## src/rtl/dram_port_arbiter.sv

```systemverilog
// Round-robin arbiter multiplexing NUM_PORTS requesters onto the single-outstanding DRAM controller
// user port; one transaction in flight, read data returned, hung commands aborted after TIMEOUT.
module dram_port_arbiter #(
  parameter int unsigned NUM_PORTS  = 3,
  parameter int unsigned ADDR_WIDTH = 28,
  parameter int unsigned DATA_WIDTH = 128,
  parameter int unsigned MASK_WIDTH = 16,
  parameter int unsigned TIMEOUT    = 1023
) (
  input  logic                            clk,
  input  logic                            rst,
  input  logic [NUM_PORTS-1:0]            req,
  input  logic [NUM_PORTS-1:0]            we,
  input  logic [NUM_PORTS*ADDR_WIDTH-1:0] addr,
  input  logic [NUM_PORTS*DATA_WIDTH-1:0] wdata,
  input  logic [NUM_PORTS*MASK_WIDTH-1:0] wmask,
  output logic [NUM_PORTS-1:0]            ack,
  output logic [DATA_WIDTH-1:0]           rdata,
  output logic [NUM_PORTS-1:0]            err,
  output logic                            busy,
  input  logic                            dram_calib,
  input  logic                            dram_ready,
  output logic                            dram_rd_en,
  output logic                            dram_wr_en,
  output logic [ADDR_WIDTH-1:0]           dram_addr,
  output logic [DATA_WIDTH-1:0]           dram_wdata,
  output logic [MASK_WIDTH-1:0]           dram_mask,
  input  logic [DATA_WIDTH-1:0]           dram_rdata,
  input  logic                            dram_rvalid
);

  localparam int unsigned IW = (NUM_PORTS > 1) ? $clog2(NUM_PORTS) : 1;
  localparam int unsigned CW = $clog2(TIMEOUT + 2);

  typedef enum logic [1:0] {IDLE, ISSUE, SETTLE, WAIT} state_t;

  state_t          state, state_next;
  logic [IW-1:0]   rr, rr_next, idx, pick;
  logic            pick_valid;
  logic            lat_we;
  logic [CW-1:0]   cnt, cnt_inc;
  logic            grant, done_ok, done_to, cap_rd;

  logic [ADDR_WIDTH-1:0] addr_a  [NUM_PORTS];
  logic [DATA_WIDTH-1:0] wdata_a [NUM_PORTS];
  logic [MASK_WIDTH-1:0] wmask_a [NUM_PORTS];

  for (genvar g = 0; g < NUM_PORTS; g++) begin : g_unpack
    assign addr_a[g]  = addr[g*ADDR_WIDTH +: ADDR_WIDTH];
    assign wdata_a[g] = wdata[g*DATA_WIDTH +: DATA_WIDTH];
    assign wmask_a[g] = wmask[g*MASK_WIDTH +: MASK_WIDTH];
  end

  // First requester at or after the rr pointer, wrapping past the last port.
  always_comb begin
    int unsigned p;
    logic [IW-1:0] p_idx;
    pick       = '0;
    pick_valid = 1'b0;
    p          = 0;
    p_idx      = '0;
    for (int unsigned i = 0; i < NUM_PORTS; i++) begin
      p = 32'(rr) + i;
      if (p >= NUM_PORTS) p = p - NUM_PORTS;
      p_idx = IW'(p);
      if (!pick_valid && req[p_idx]) begin
        pick_valid = 1'b1;
        pick       = p_idx;
      end
    end
  end

  assign rr_next = (32'(idx) == NUM_PORTS - 1) ? '0 : idx + IW'(1);
  assign cnt_inc = (cnt == CW'(TIMEOUT)) ? cnt : cnt + CW'(1);

  always_ff @(posedge clk) begin
    if (rst) state <= IDLE;
    else     state <= state_next;
  end

  // The cycle carrying ack never grants, so a requester still holding req during its ack is not re-served.
  // Timeout fires once SETTLE/WAIT cycles reach TIMEOUT; ack then lands TIMEOUT+1 cycles after the command.
  always_comb begin
    state_next = state;
    grant      = 1'b0;
    done_ok    = 1'b0;
    done_to    = 1'b0;
    cap_rd     = 1'b0;
    case (state)
      IDLE: begin
        if (dram_calib && dram_ready && pick_valid && !(|ack)) begin
          grant      = 1'b1;
          state_next = ISSUE;
        end
      end
      ISSUE:  state_next = SETTLE;
      SETTLE: state_next = WAIT;
      WAIT: begin
        if (!lat_we && dram_rvalid) begin
          done_ok    = 1'b1;
          cap_rd     = 1'b1;
          state_next = IDLE;
        end else if (lat_we && dram_ready) begin
          done_ok    = 1'b1;
          state_next = IDLE;
        end else if (cnt_inc == CW'(TIMEOUT)) begin
          done_to    = 1'b1;
          state_next = IDLE;
        end
      end
      default: state_next = IDLE;
    endcase
  end

  always_ff @(posedge clk) begin
    if (rst) begin
      rr         <= '0;
      idx        <= '0;
      lat_we     <= 1'b0;
      cnt        <= '0;
      ack        <= '0;
      err        <= '0;
      rdata      <= '0;
      busy       <= 1'b0;
      dram_rd_en <= 1'b0;
      dram_wr_en <= 1'b0;
      dram_addr  <= '0;
      dram_wdata <= '0;
      dram_mask  <= '0;
    end else begin
      busy       <= (state_next != IDLE);
      dram_rd_en <= grant && !we[pick];
      dram_wr_en <= grant && we[pick];
      ack        <= '0;
      err        <= '0;
      if (grant) begin
        idx        <= pick;
        lat_we     <= we[pick];
        dram_addr  <= addr_a[pick];
        dram_wdata <= wdata_a[pick];
        dram_mask  <= wmask_a[pick];
      end
      if (state == ISSUE) cnt <= '0;
      else if (state == SETTLE || state == WAIT) cnt <= cnt_inc;
      if (cap_rd) rdata <= dram_rdata;
      if (done_ok || done_to) begin
        ack <= NUM_PORTS'(1) << idx;
        rr  <= rr_next;
      end
      if (done_to) err <= NUM_PORTS'(1) << idx;
    end
  end

endmodule
```

## config.mk

```make
export PLATFORM = sky130hd
export DESIGN_NAME = dram_port_arbiter
export DESIGN_NICKNAME = d
export VERILOG_FILES = /design/src/rtl/dram_port_arbiter.sv
export SDC_FILE = /design/constraint.sdc
export NUM_CORES = 1
export LEC_CHECK = 0
export CAP_MARGIN = 20
export CORE_AREA = 2 2 370 372
export CTS_CLUSTER_SIZE = 14
export DETAILED_ROUTE_END_ITERATION = 16
export DIE_AREA = 0 0 372 374
export DONT_BUFFER_PORTS = 1
export SLEW_MARGIN = 15
export SYNTH_ARGS = -nofsm -noshare
export SYNTH_HDL_FRONTEND = slang
export SYNTH_SLANG_ARGS = --single-unit
```

## constraint.sdc

```tcl
create_clock -name clk -period 2.1 [get_ports clk]
set_input_delay 0.105 -clock clk [delete_from_list [all_inputs] [get_ports clk]]
set_output_delay 0.105 -clock clk [all_outputs]
set_load 0.03 [all_outputs]
```

==> flow_summary.json <==
{
  "numClockSinks": 327,
  "met1_length_mm": 42.3,
  "power_density_nw_per_um2": 742,
  "ir_worst_vdd_mv": 0.575,
  "grt_pass1_wl_mm": 149,
  "dp_slack_ns": -0.488,
  "ys_types": 49,
  "tightest_slew_ns": 1.05,
  "cts_max_level": 2,
  "maxCapViolCount": 0,
  "synth_compound_area_share_pct": 23.5,
  "synth-xor-area-share_pct": 0.235,
  "grt_pass1_vias": 16000,
  "clkSlewWorstSetupHoldPaths_ns": 0.06,
  "violations": "negative hold slack, negative setup slack",
  "cp.required_ns": 2.61,
  "cts_root_buf": "clkbuf_16",
  "synth_area_leaders": "dfxtp_1 44%, nand2_1 20%, a311o_1 12%, a21oi_1 10%, nor2_1 4.8%",
  "syn_inst": 2060,
  "setup_ws_ns": -0.301,
  "clk_latency_ns": 0.63,
  "via_count": 18000,
  "syn-num-nets": 2718,
  "grt_max_degree": 310,
  "setup-violations-final": 179,
  "via_per_inst": 4.26,
  "rows": 135,
  "core_area_um2": 135000,
  "dieArea_um2": 139000,
  "antenna_found_initial": 91,
  "dpl.cell_count": 3840,
  "path_class": "reg2reg",
  "netlist_area_um2": 14900,
  "crit_arrival_ns": 2.91,
  "reg2reg_slack_ns": -0.30,
  "wl_per_cell_um": 28.1,
  "hold-worst-slack_ns": -0.423,
  "critPathLaunchType": "register",
  "area_growth_pct": 60.9,
  "synth_fa_ha_area_share_pct": 0.394,
  "fin_worst_skew_ns": 0.0267,
  "ys_seq_elements": 327,
  "rsz0062_at_grt": "true",
  "ff2ff_path_depth": 11,
  "final-instance-count-excl-fill": 4226,
  "p_leak_nw": 8.47,
  "synth_top_family_by_area": "simple AND/OR/NAND/NOR gates",
  "start_util_pct": 11.1,
  "endpoint_kind": "register",
  "fp.dieW_um": 372,
  "dieHeight_um": 374,
  "async_flop_share_pct": 0,
  "relSlewSlack_pct": 29.7,
  "yosysTopAreaCellShare_pct": 43.9,
  "drtPass1Iterations": 5,
  "synth_simple_gate_area_share_pct": 26.3,
  "finalWirelength_mm": 119,
  "postLayoutCoreUtil_pct": 17.8,
  "grtUsageTotal_pct": 15.8,
  "io_buffer_count": 0,
  "hold_path.class": "in2reg",
  "final_layout_size_suffix_gt1_share_pct": 20.2,
  "crit_fanout": 7,
  "nets": 3026,
  "io_pins": 964,
  "gp_congestion": 1.03,
  "ys.flop_type": "dfxtp_1",
  "fmax_mhz": 417,
  "routed.top_layer": "met5",
  "min_period_ns": 2.40,
  "detail-route-antenna-nets": 0,
  "hold_viol": 287,
  "synthTopCellsByCount": "790 x nand2_1, 327 x dfxtp_1, 311 x a21oi_1",
  "crit_end": "dram_mask[2]",
  "route.met2.wl_mm": 51.9,
  "rr_startpoint": "rr[0]",
  "drt_iter0_drc": 1784,
  "numCtsBuffers": 44,
  "hpwlAfterDp_mm": 90.6,
  "synthMuxAreaShare_pct": 0.134,
  "yosysTopAreaCell": "dfxtp_1",
  "met3WireLength_mm": 17.4,
  "r2r_end": "dram_mask[2]",
  "ctsLongestPathBuffers": 3,
  "status": "finished, violations left",
  "grt-ovfl-total": 0,
  "synth_most_common_cell": "nand2_1",
  "post-layout-total-power_mw": 17.8,
  "cp-startpoint": "rr[0]",
  "final_max_slew_viol_count": 0,
  "seq_area_frac_synth_pct": 43.9,
  "cts_tree": "yes",
  "yosys_warnings": 0,
  "fin_crit_sh_pct": 114,
  "syn_avg_cell_area_um2": 7.24,
  "synth-edff-count": 0,
  "drc": 0
}
==> layout make-up <==
cell class | instances | area, um2
Fill cell | 15100 | 111000
Multi-Input combinational cell | 1543 | 8030
Sequential cell | 327 | 6560
Timing Repair Buffer | 442 | 5530
Tap cell | 1781 | 2230
Clock buffer | 64 | 1280
Clock inverter | 17 | 229
Antenna cell | 42 | 105
Inverter | 10 | 37.5
==> critical path: stages (launching register included) <==
cell	delay, ns
dfxtp_4	0.35
inv_2	0.04
ha_4	0.28
nor3_2	0.05
o21a_1	0.18
a311oi_2	0.19
buf_4	0.18
nand2_8	0.12
buf_12	0.19
buf_16	0.15
a311o_1	0.40
a21oi_1	0.15
==> report_power, final <==
part / internal, mW / switching, mW / total [mW]
registers: 6.44 / 0.674 / 7.11
logic: 1.32 / 1.35 / 2.67
clock network: 4.64 / 3.39 / 8.02
==> cell usage in the layout, fill, tap and decap left out, types with 3 or more instances in the layout <==
master           n
buf_6           29
nor2b_1          5
dfxtp_2          6
dlygate4sd3_1  152
bufbuf_16        3
a31oi_1          3
buf_12          46
dfxtp_1        320
buf_4          141
nor3_1          10
a21oi_2         15
buf_8           25
nand4_1          4
nor2_2          40
bufinv_16        3
inv_1            9
nor2_4          12
nand2_1        764
nor2_1         137
clkbuf_16       59
buf_16          31
diode_2         42
ha_4             3
clkbuf_1        10
clkinv_2         6
nand3_1          4
clkinv_4         3
a21oi_1        296
a311o_1        172
a211oi_1         5
nand2_2         25
clkbuf_8        10
==> metal layers <==
layer,GRT usage (%),vias to the layer above
li1,-,7724
met1,16.9,8600
met2,24.3,1270
met3,9.95,324
met4,7.22,96
met5,0,-
==> worst min path at each step <==
| stage | slack (ns) | from | to | depth (start not counted) |
|---|---|---|---|---|
| after floorplan | 0.24 | dram_rdata[0] | rdata[0] | 2 |
| after detailed placement | 0.21 | rst | dram_addr[2] | 1 |
| after global placement | 0.20 | rst | dram_addr[2] | 1 |
| after CTS | -0.51 | rst | dram_addr[2] | 1 |
| final | -0.42 | rst | dram_addr[2] | 1 |
| after global routing | -0.48 | rst | dram_addr[2] | 1 |
==> flip-flops by register name, indices dropped and copies added (netlist names) <==
name        count
dram_wdata    128
cnt            11
dram_addr      28
dram_wr_en      1
rr              2
idx             2
dram_mask      16
ack             3
dram_rd_en      1
state           2
err             3
busy            1
lat_we          1
rdata         128
==> what timing repair did <==
action                                  CTS  global route
hold endpoints to repair                325           305
buffers inserted                         50            26
cloned                                   26            16
hold buffers                             88            64
pin swaps                                35            93
endpoints found under the setup margin  183           188
gates resized for setup                 152           116
==> per-stage QoR <==
step                setup TNS (ns)  instance area [um2]
floorplan                    -3.90                15000
global placement            -59.50                18200
detailed placement          -69.62                18200
CTS                         -36.62                22400
global route                -52.12                24000
finish                      -33.74                24000
==> logic make-up (layout without fill, tap and decap cells) <==
group,count (synthesis),after routing
AO/OA/AOI/OAI,511,511
XOR/XNOR,4,4
adder cells (fa/ha/maj),5,5
buffers and inverters,190,533
flip-flops,327,327
multiplexers,2,2
other,0,42
AND/OR/NAND/NOR,1021,1021
No activity file was read; power rests on OpenSTA's default activity.
